### config.mk
export PLATFORM = sky130hd
export DESIGN_NAME = imem_uart_loader
export DESIGN_NICKNAME = d
export VERILOG_FILES = /design/src/rtl/imem_loader_pkg.sv /design/src/rtl/uart_rx_byte.sv /design/src/rtl/imem_uart_loader.sv
export SDC_FILE = /design/constraint.sdc
export NUM_CORES = 1
export LEC_CHECK = 0
export CAP_MARGIN = 20
export CORE_ASPECT_RATIO = 1.1
export CORE_UTILIZATION = 45
export DETAILED_ROUTE_END_ITERATION = 10
export PLACE_DENSITY = 0.75
export REMOVE_ABC_BUFFERS = 1
export SETUP_SLACK_MARGIN = 0.3
export SLEW_MARGIN = 20
export SYNTH_ARGS = -nofsm -noshare
export SYNTH_HDL_FRONTEND = slang
export SYNTH_SLANG_ARGS = --single-unit
### constraint.sdc
create_clock -name clk_inter -period 2 [get_ports clk_inter]
set_clock_uncertainty 0.1 [all_clocks]
set_input_delay 0.5 -clock clk_inter [delete_from_list [all_inputs] [get_ports clk_inter]]
set_output_delay 0.5 -clock clk_inter [all_outputs]
set_load 0.02 [all_outputs]
### src/rtl/imem_loader_pkg.sv
// Shared constants and state encodings for the UART instruction-memory loader.
package imem_loader_pkg;

    localparam logic [7:0] SYNC_BYTE        = 8'hA5;
    localparam int         MIN_CLKS_PER_BIT = 8;

    typedef enum logic [2:0] {
        S_IDLE,
        S_LEN_LO,
        S_LEN_HI,
        S_DATA,
        S_CSUM
    } framer_state_t;

    typedef enum logic [1:0] {
        RX_IDLE,
        RX_START,
        RX_DATA,
        RX_STOP
    } rx_state_t;

endpackage

### src/rtl/uart_rx_byte.sv
// 8N1 UART receiver: 2-FF synchroniser, mid-bit sampling, false-start rejection
// and stop-bit check. Produces one-cycle rx_valid or rx_ferr pulses.
module uart_rx_byte
    import imem_loader_pkg::*;
#(
    parameter int CLKS_PER_BIT = 434
) (
    input  logic       clk_inter,
    input  logic       RESETn,
    input  logic       uart_rx,
    output logic [7:0] rx_byte,
    output logic       rx_valid,
    output logic       rx_ferr
);

    localparam int CPB   = (CLKS_PER_BIT < MIN_CLKS_PER_BIT) ? MIN_CLKS_PER_BIT : CLKS_PER_BIT;
    localparam int CNT_W = $clog2(CPB);
    localparam logic [CNT_W-1:0] FULL_LAST = CNT_W'(CPB - 1);
    localparam logic [CNT_W-1:0] HALF_LAST = CNT_W'(CPB / 2 - 1);

    logic             meta_reg, sync_reg, prev_reg;
    rx_state_t        state_reg, state_next;
    logic [CNT_W-1:0] cnt_reg, cnt_next;
    logic [2:0]       bit_idx_reg, bit_idx_next;
    logic [7:0]       shift_reg, shift_next;
    logic             valid_reg, valid_next;
    logic             ferr_reg, ferr_next;

    always_ff @(posedge clk_inter or negedge RESETn) begin
        if (!RESETn) begin
            meta_reg    <= 1'b1;
            sync_reg    <= 1'b1;
            prev_reg    <= 1'b1;
            state_reg   <= RX_IDLE;
            cnt_reg     <= '0;
            bit_idx_reg <= '0;
            shift_reg   <= '0;
            valid_reg   <= 1'b0;
            ferr_reg    <= 1'b0;
        end else begin
            meta_reg    <= uart_rx;
            sync_reg    <= meta_reg;
            prev_reg    <= sync_reg;
            state_reg   <= state_next;
            cnt_reg     <= cnt_next;
            bit_idx_reg <= bit_idx_next;
            shift_reg   <= shift_next;
            valid_reg   <= valid_next;
            ferr_reg    <= ferr_next;
        end
    end

    always_comb begin
        state_next   = state_reg;
        cnt_next     = cnt_reg + 1'b1;
        bit_idx_next = bit_idx_reg;
        shift_next   = shift_reg;
        valid_next   = 1'b0;
        ferr_next    = 1'b0;
        case (state_reg)
            RX_IDLE: begin
                cnt_next = '0;
                if (prev_reg && !sync_reg) state_next = RX_START;
            end
            RX_START: begin
                // Line back high at mid-start-bit means a glitch, not a start bit.
                if (cnt_reg == HALF_LAST) begin
                    cnt_next     = '0;
                    bit_idx_next = '0;
                    state_next   = sync_reg ? RX_IDLE : RX_DATA;
                end
            end
            RX_DATA: begin
                if (cnt_reg == FULL_LAST) begin
                    cnt_next     = '0;
                    shift_next   = {sync_reg, shift_reg[7:1]};
                    bit_idx_next = bit_idx_reg + 3'd1;
                    if (bit_idx_reg == 3'd7) state_next = RX_STOP;
                end
            end
            RX_STOP: begin
                if (cnt_reg == FULL_LAST) begin
                    valid_next = sync_reg;
                    ferr_next  = !sync_reg;
                    state_next = RX_IDLE;
                end
            end
            default: state_next = RX_IDLE;
        endcase
    end

    assign rx_byte  = shift_reg;
    assign rx_valid = valid_reg;
    assign rx_ferr  = ferr_reg;

endmodule

### src/rtl/imem_uart_loader.sv
// Loads a framed, checksummed program image from UART into instruction memory
// and holds the core in reset until a complete image has been accepted.
module imem_uart_loader
    import imem_loader_pkg::*;
#(
    parameter int CLKS_PER_BIT = 434,
    parameter int ADDR_W       = 10
) (
    input  logic              clk_inter,
    input  logic              RESETn,
    input  logic              uart_rx,
    output logic              imem_we,
    output logic [ADDR_W-1:0] imem_addr,
    output logic [31:0]       imem_wdata,
    output logic              core_resetn,
    output logic              load_busy,
    output logic              load_done,
    output logic              load_err
);

    localparam logic [16:0] MAX_WORDS = 17'(1) << ADDR_W;

    logic [7:0] rx_byte;
    logic       rx_valid, rx_ferr;

    uart_rx_byte #(.CLKS_PER_BIT(CLKS_PER_BIT)) u_rx (
        .clk_inter (clk_inter),
        .RESETn    (RESETn),
        .uart_rx   (uart_rx),
        .rx_byte   (rx_byte),
        .rx_valid  (rx_valid),
        .rx_ferr   (rx_ferr)
    );

    framer_state_t     state_reg, state_next;
    logic [7:0]        len_lo_reg, len_lo_next;
    logic [15:0]       words_left_reg, words_left_next;
    logic [1:0]        byte_idx_reg, byte_idx_next;
    logic [31:0]       asm_reg, asm_next;
    logic [7:0]        sum_reg, sum_next;
    logic [ADDR_W-1:0] addr_reg, addr_next;
    logic [31:0]       wdata_reg, wdata_next;
    logic              we_reg, we_next;
    logic              core_rstn_reg, core_rstn_next;
    logic              busy_reg, busy_next;
    logic              done_reg, done_next;
    logic              err_reg, err_next;
    logic              do_fail;
    logic [15:0]       len_word;

    assign len_word = {rx_byte, len_lo_reg};

    always_ff @(posedge clk_inter or negedge RESETn) begin
        if (!RESETn) begin
            state_reg      <= S_IDLE;
            len_lo_reg     <= '0;
            words_left_reg <= '0;
            byte_idx_reg   <= '0;
            asm_reg        <= '0;
            sum_reg        <= '0;
            addr_reg       <= '0;
            wdata_reg      <= '0;
            we_reg         <= 1'b0;
            core_rstn_reg  <= 1'b0;
            busy_reg       <= 1'b0;
            done_reg       <= 1'b0;
            err_reg        <= 1'b0;
        end else begin
            state_reg      <= state_next;
            len_lo_reg     <= len_lo_next;
            words_left_reg <= words_left_next;
            byte_idx_reg   <= byte_idx_next;
            asm_reg        <= asm_next;
            sum_reg        <= sum_next;
            addr_reg       <= addr_next;
            wdata_reg      <= wdata_next;
            we_reg         <= we_next;
            core_rstn_reg  <= core_rstn_next;
            busy_reg       <= busy_next;
            done_reg       <= done_next;
            err_reg        <= err_next;
        end
    end

    always_comb begin
        state_next      = state_reg;
        len_lo_next     = len_lo_reg;
        words_left_next = words_left_reg;
        byte_idx_next   = byte_idx_reg;
        asm_next        = asm_reg;
        sum_next        = sum_reg;
        addr_next       = addr_reg;
        wdata_next      = wdata_reg;
        we_next         = 1'b0;
        core_rstn_next  = core_rstn_reg;
        busy_next       = busy_reg;
        done_next       = done_reg;
        err_next        = err_reg;
        do_fail         = 1'b0;

        // Advance only while more words follow, so the last address never wraps.
        if (we_reg && state_reg == S_DATA) addr_next = addr_reg + 1'b1;

        case (state_reg)
            S_IDLE: begin
                if (rx_valid && rx_byte == SYNC_BYTE) begin
                    core_rstn_next = 1'b0;
                    done_next      = 1'b0;
                    err_next       = 1'b0;
                    busy_next      = 1'b1;
                    addr_next      = '0;
                    sum_next       = '0;
                    state_next     = S_LEN_LO;
                end
            end
            S_LEN_LO: begin
                if (rx_ferr) do_fail = 1'b1;
                else if (rx_valid) begin
                    len_lo_next = rx_byte;
                    state_next  = S_LEN_HI;
                end
            end
            S_LEN_HI: begin
                if (rx_ferr) do_fail = 1'b1;
                else if (rx_valid) begin
                    if ({1'b0, len_word} > MAX_WORDS) do_fail = 1'b1;
                    else if (len_word == 16'd0) state_next = S_CSUM;
                    else begin
                        words_left_next = len_word;
                        byte_idx_next   = '0;
                        state_next      = S_DATA;
                    end
                end
            end
            S_DATA: begin
                if (rx_ferr) do_fail = 1'b1;
                else if (rx_valid) begin
                    sum_next                     = sum_reg + rx_byte;
                    asm_next[8*byte_idx_reg +: 8] = rx_byte;
                    byte_idx_next                = byte_idx_reg + 2'd1;
                    if (byte_idx_reg == 2'd3) begin
                        wdata_next      = asm_next;
                        we_next         = 1'b1;
                        words_left_next = words_left_reg - 16'd1;
                        if (words_left_reg == 16'd1) state_next = S_CSUM;
                    end
                end
            end
            S_CSUM: begin
                if (rx_ferr) do_fail = 1'b1;
                else if (rx_valid) begin
                    if (rx_byte == sum_reg) begin
                        done_next      = 1'b1;
                        core_rstn_next = 1'b1;
                        busy_next      = 1'b0;
                        state_next     = S_IDLE;
                    end else do_fail = 1'b1;
                end
            end
            default: state_next = S_IDLE;
        endcase

        // Already-written words stay in memory; the core simply stays held.
        if (do_fail) begin
            err_next   = 1'b1;
            busy_next  = 1'b0;
            state_next = S_IDLE;
        end
    end

    assign imem_we     = we_reg;
    assign imem_addr   = addr_reg;
    assign imem_wdata  = wdata_reg;
    assign core_resetn = core_rstn_reg;
    assign load_busy   = busy_reg;
    assign load_done   = done_reg;
    assign load_err    = err_reg;

endmodule

=== Word level (Yosys, flattened, before mapping) ===
Index checks and enable logic that the tools add are counted.

* Add/subtract/negate cells: 7
* $lt $le $gt $ge: 1
* Eq/ne operators: 43
* Shift operators: 2
* Mux-type cells: 81
* Bitwise logic cells: 1
* Reduce and logical (&&, ||, !) cells: 28

{| class="wikitable"
|+ Operator list
! operator !! number
|-
| $mux W16 || 7
|-
| $mux W3 || 17
|-
| $neg A5 Y34 || 1
|-
| $shift A8 B34 Y32 const A || 1
|-
| $shiftx A8 B34 Y32 || 1
|-
| $bwmux W32 || 1
|-
| $pmux W16 S2 || 1
|-
| $mux W10 || 3
|-
| $pmux W9 S3 || 1
|-
| $mux W1 || 26
|-
| $mux W2 || 12
|-
| $mux W8 || 3
|-
| $ne A3 B3 Y1 const B || 7
|-
| $mux W9 || 2
|-
| $ne A2 B1 Y1 const B || 9
|-
| $ne A3 B2 Y1 const B || 6
|-
| $eq A16 B1 Y1 const B || 1
|-
| $gt A16 B11 Y1 const B || 1
|-
| $logic_not A16 Y1 || 1
|-
| $pmux W8 S2 || 1
|-
| $sub A16 B1 Y16 const B || 1
|-
| $pmux W3 S5 || 1
|-
| $reduce_and A5 Y1 || 3
|-
| $ne A2 B2 Y1 const B || 7
|-
| other kinds (33) || 49
|}

* Bits in registers: 142
* Input bits: 3
* Output and inout bits: 47
* Word-level logic and storage cells: 184

=== Logic depth before layout (Yosys ltp) ===
* Depth in word-level cells: 7
* Depth in mapped cells: 9
* Gate-level depth less buffers: 8

=== Hierarchy ===
From an unflattened synthesis, not the netlist that was laid out.

* Cell total of the unflattened synthesis: 683
* Area, all modules: 6845.3 um^2

{| class="wikitable"
|+ By module, submodules not included
! module !! instances !! cells an instance !! area an instance (um^2)
|-
| imem_uart_loader || 1 || 583 || 5624.1
|-
| uart_rx_byte || 1 || 100 || 1221.2
|}

=== Worst setup path before layout ===
No wires, ideal clock.

* Path kind: flip-flop to flip-flop
* Start: reg byte_idx_reg[0]
* End: reg asm_reg[16]
* Setup time: 66 ps
* Arrival time: 1953 ps
* Required time: 1834 ps
* Path slack: -119 ps
* Cell stages (with the launch flop): 8
* Buffers on the path: 1
* Cells stage by stage: dfrtp_1 -> inv_1 -> ha_1 -> nand2_1 -> nor3_1 -> and2_1 -> buf_2 -> a22o_1

* Word-level cells in the longest chain between the ends: 3
* Elaborated cells on any way between the ends: 4
* Those cells by class: 1 x add/sub; 2 x shift; 1 x mux

{| class="wikitable"
|+ RTL lines
! element !! line !! text
|-
| start: declaration || imem_uart_loader.sv:38 || <nowiki>logic [1:0] byte_idx_reg, byte_idx_next;</nowiki>
|-
| start signal: assignment || imem_uart_loader.sv:72 || <nowiki>byte_idx_reg <= byte_idx_next;</nowiki>
|-
| $neg A5 Y34 (*) || imem_uart_loader.sv:139 || <nowiki>asm_next[8*byte_idx_reg +: 8] = rx_byte;</nowiki>
|-
| $shiftx A8 B34 Y32 / $shift A8 B34 Y32 (equally long branches) || imem_uart_loader.sv:139 ||
|-
| $bwmux W32 (*) || imem_uart_loader.sv:139 ||
|-
| end signal: assignment || imem_uart_loader.sv:73 || <nowiki>asm_reg <= asm_next;</nowiki>
|-
| end: declaration || imem_uart_loader.sv:39 || <nowiki>logic [31:0] asm_reg, asm_next;</nowiki>
|}

Every way passes the cells marked *; elsewhere a longest branch is shown, timed or not.
A chain may end at the register's enable or synchronous reset.

=== Worst setup path in the final report ===
* Start: reg u_rx.shift_reg[1], in the netlist u_rx.rx_byte[1]
* End: reg err_reg, in the netlist load_err

* Word-level cells in the longest chain between the ends: 7
* Elaborated cells on any way between the ends: 15
* Those cells by class: 1 x order compare; 2 x eq/ne; 8 x mux; 4 x reduce/logical

{| class="wikitable"
|+ RTL lines
! element !! line !! text
|-
| start: declaration || uart_rx_byte.sv:25 || <nowiki>logic [7:0] shift_reg, shift_next;</nowiki>
|-
| start signal: assignment || uart_rx_byte.sv:47 || <nowiki>shift_reg <= shift_next;</nowiki>
|-
| $gt A16 B11 Y1 / $eq A8 B8 Y1 (equally long branches) || imem_uart_loader.sv:126, imem_uart_loader.sv:152 ||
|-
| $mux W1 (on tied branches) || imem_uart_loader.sv:126, imem_uart_loader.sv:152 ||
|-
| $mux W1 (on tied branches) || imem_uart_loader.sv:125, imem_uart_loader.sv:151 ||
|-
| $mux W1 (on tied branches) || imem_uart_loader.sv:124, imem_uart_loader.sv:150 ||
|-
| $pmux W1 S3 || imem_uart_loader.sv:104 || <nowiki>case (state_reg)</nowiki>
|-
| $reduce_bool A2 Y1 (no line) || - ||
|-
| $reduce_and A2 Y1 (no line) || - ||
|-
| end signal: assignment || imem_uart_loader.sv:81 || <nowiki>err_reg <= err_next;</nowiki>
|-
| end: declaration || imem_uart_loader.sv:47 || <nowiki>logic err_reg, err_next;</nowiki>
|}

Parallel ways exist; a longest one is shown, timed or not.

==> results by group <==
Run status
  – Status: finished, violations left
  – Failing checks: negative setup slack

Clocking
  – Total CTS buffers: 17
  – Worst-Skew Late Latency: 0.44 ns
  – Root buf cell: clkbuf_16
  – Clock slew at reported path FFs: 0.07 ns
  – Max clock buf depth: 2
  – CTS HTree Levels: 4
  – CTS tree: built
  – CTS Sinks: 142

Timing
  – RSZ-0062 raised after global routing: yes
  – # setup viols final: 40
  – Slew of the pin with the lowest slew margin: 0.421 ns
  – Worst setup margin: -0.197 ns
  – Final Hold Viols: 0
  – Setup TNS: -4.46 ns
  – Final Critical Period: 2.20 ns
  – Final cycle utilization of the critical path: 110%
  – Highest Clock Rate: 0.455 GHz
  – WHS: 0.257 ns
  – Worst slew margin: 71.7%
  – Final Max Slew Viols: 0

Floorplan
  – Num ports: 50
  – Die width: 121 microns
  – Chip height: 133 microns
  – Die Footprint: 16100 sq um
  – # rows: 47
  – Initial Util: 46.4%
  – Core area: 15100 sq um

GRT
  – Met3 usage: 5.95%
  – Vias in the first global route: 6311
  – GRT Util Overall: 25.5%
  – Met1 usage: 32.5%
  – GR Util met2: 41.6%
  – Initial antenna violation count: 0
  – Largest net degree at the start of global routing: 64
  – First-pass GRT wire length: 31700 microns
  – GRT Residual Overflow: 0
  – GR peak layer: met2

Routing
  – Via count: 6372
  – Number of remaining DRC errors: 0
  – WL per Instance: 19.5 microns
  – Router iterations before antenna repair: 5
  – Remaining antenna violation count: 0
  – Average vias per placed instance: 5.89
  – Initial DRC Count: 546
  – Drt total wl: 21100 microns

Layout
  – # nets final: 898
  – Area Growth Syn to Fin: 41.2%
  – Post-Layout Cell Count: 1082
  – Ant. Diodes: 0
  – Layout cell share with drive strength beyond 1: 42.1%
  – Final Util: 65.5%
  – Filler Cells Inserted: 1075
  – Design area: 9890 sq um

Placed design
  – Post-DP HPWL: 11400 microns
  – Post-detailed-placement cell area: 8340 sq um
  – GPL Wtd Cong: 0.901
  – PortBufs: 49
  – Pre-CTS setup slack: -0.169 ns
  – Dpl cells: 1014

Worst setup path
  – Critical Path Sink: load_err
  – Start of the worst register-to-register path: u_rx.rx_byte[1]
  – Reg2reg end: load_err
  – Worst setup path start: u_rx.rx_byte[1]
  – WP data arrival: 2.41 ns
  – R2R cell count: 9
  – Worst path required time: 2.22 ns
  – Worst setup SP type: flip-flop
  – Worst Path Max Fanout: 6
  – R2R setup slack: -0.20 ns
  – CP endpoint kind: flip-flop
  – Critical path class: reg -> reg

Synthesis
  – EDFF count, synth: 0
  – Seq/Total Area, Yosys: 50.8%
  – Post-synthesis cell count: 713
  – Post-synthesis async set-or-reset flop share: 100%
  – Post-synthesis area per instance: 9.83 sq um
  – FF+latch count, synth: 142
  – Library cells used by synthesis: 57
  – Synth Warn #: 0
  – Cell Area, Synth: 7010 sq um
  – Most used DFF post-synth: dfrtp_1

Flow run
  – Max cap viols: 0

Pwr
  – Worst vdd ir: 0.000724 V
  – PwrDens: 684 nW/um^2
  – Pleak: 4.59 nW
  – Tot Pwr: 6.77 mW

Hold path
  – HP Class: reg -> reg
[cell usage after synthesis (all sizes together) (3+ instances only)]
master	instances	area (sq um)
a2bb2oi	3	26.3
clkbuf	26	97.6
inv	26	97.6
and3	7	43.8
xnor2	10	87.6
buf	13	80.1
nand3	18	90.1
o22ai	9	56.3
o21ai	67	339
nor4	8	65.1
nor3	17	85.1
and2	6	37.5
a22oi	4	30.0
a21oi	64	320
nand3b	3	22.5
mux2	14	158
xor2	12	105
nor2b	36	225
nor2	43	164
nor3b	3	22.5
a22o	33	289
dfstp	3	78.8
or3	5	31.3
nand4	12	87.6
nand2b	7	43.8
nand2	69	259
mux2i	5	50.1
ha	21	263
dfrtp	139	3480
[metal layers]
metal  share of wire [%]  wire length [microns]
met1                  40                   8510
met2                  51                  10800
met3                 5.6                   1190
met4                 2.9                    609
met5                   0                      0
[placed cells by master, fill, tap and decap left out, types with 10 or more instances in the layout]
cell,n
a21oi_1,16
a21oi_2,43
a22o_1,33
buf_2,32
buf_4,101
buf_6,22
clkbuf_16,18
clkdlybuf4s15_2,11
dfrtp_1,136
ha_1,11
inv_1,22
nand2_1,65
nand3_1,13
nand4_1,10
nor2_1,22
nor2_2,15
nor2b_1,35
nor3_1,11
o21ai_0,15
o21ai_1,38
o21ai_2,13
xor2_1,12
[worst max-delay path, cell delays in order, from the launching register on]
cell	delay [ns]
dfrtp_1	0.41
buf_6	0.14
nor4_4	0.30
buf_4	0.17
buf_6	0.09
nand4_1	0.18
buf_4	0.22
nor2_4	0.20
buf_8	0.19
o21bai_1	0.07
[cell type report]
| type | count | area (sq um) | share of cell area [%] |
|---|---|---|---|
| sequential | 142 | 3560 | 36.0 |
| inverter | 26 | 105 | 1.06 |
| timing repair buffer | 179 | 1470 | 14.9 |
| clock inverter | 13 | 153 | 1.54 |
| clock buffer | 19 | 453 | 4.58 |
| tap | 196 | 245 | 2.48 |
| multi-input combinational | 507 | 3910 | 39.5 |
[report_power, final]
| part | switching (mW) | leakage [nW] | internal (mW) |
|---|---|---|---|
| sequential | 0.114 | 1.95 | 2.95 |
| combinational | 0.216 | 2.34 | 0.222 |
| clock | 1.34 | 0.292 | 1.93 |
[worst min-delay path by stage]
stage / slack, ns / from / cells past startpoint / endpoint
after global placement: 0.25 / u_rx.meta_reg / 0 / u_rx.sync_reg
after detailed placement: 0.25 / u_rx.meta_reg / 0 / u_rx.sync_reg
after global routing: 0.26 / u_rx.meta_reg / 0 / u_rx.sync_reg
after floorplan: 0.10 / RESETn / 0 / async pin
after CTS: 0.26 / u_rx.meta_reg / 0 / u_rx.sync_reg
final: 0.26 / u_rx.meta_reg / 0 / u_rx.sync_reg
[logic make-up after synthesis]
group / count (synthesis) / synth area share, %
AO/OA/AOI/OAI: 201 / 17.6
XOR/XNOR: 22 / 2.75
adder cells (fa/ha/maj): 22 / 4.04
buffers and inverters: 65 / 3.93
flip-flops: 142 / 50.8
multiplexers: 19 / 2.96
AND/OR/NAND/NOR: 242 / 17.9
[repair_timing]
action	CTS	global route
endpoints found under the setup margin	174	165
hold endpoints to repair	34	0
gates resized for setup	279	149
hold buffers	1	0
setup buffers	25	6
gates cloned	2	2
pin swaps	54	107
No activity file was read; power rests on OpenSTA's default activity.
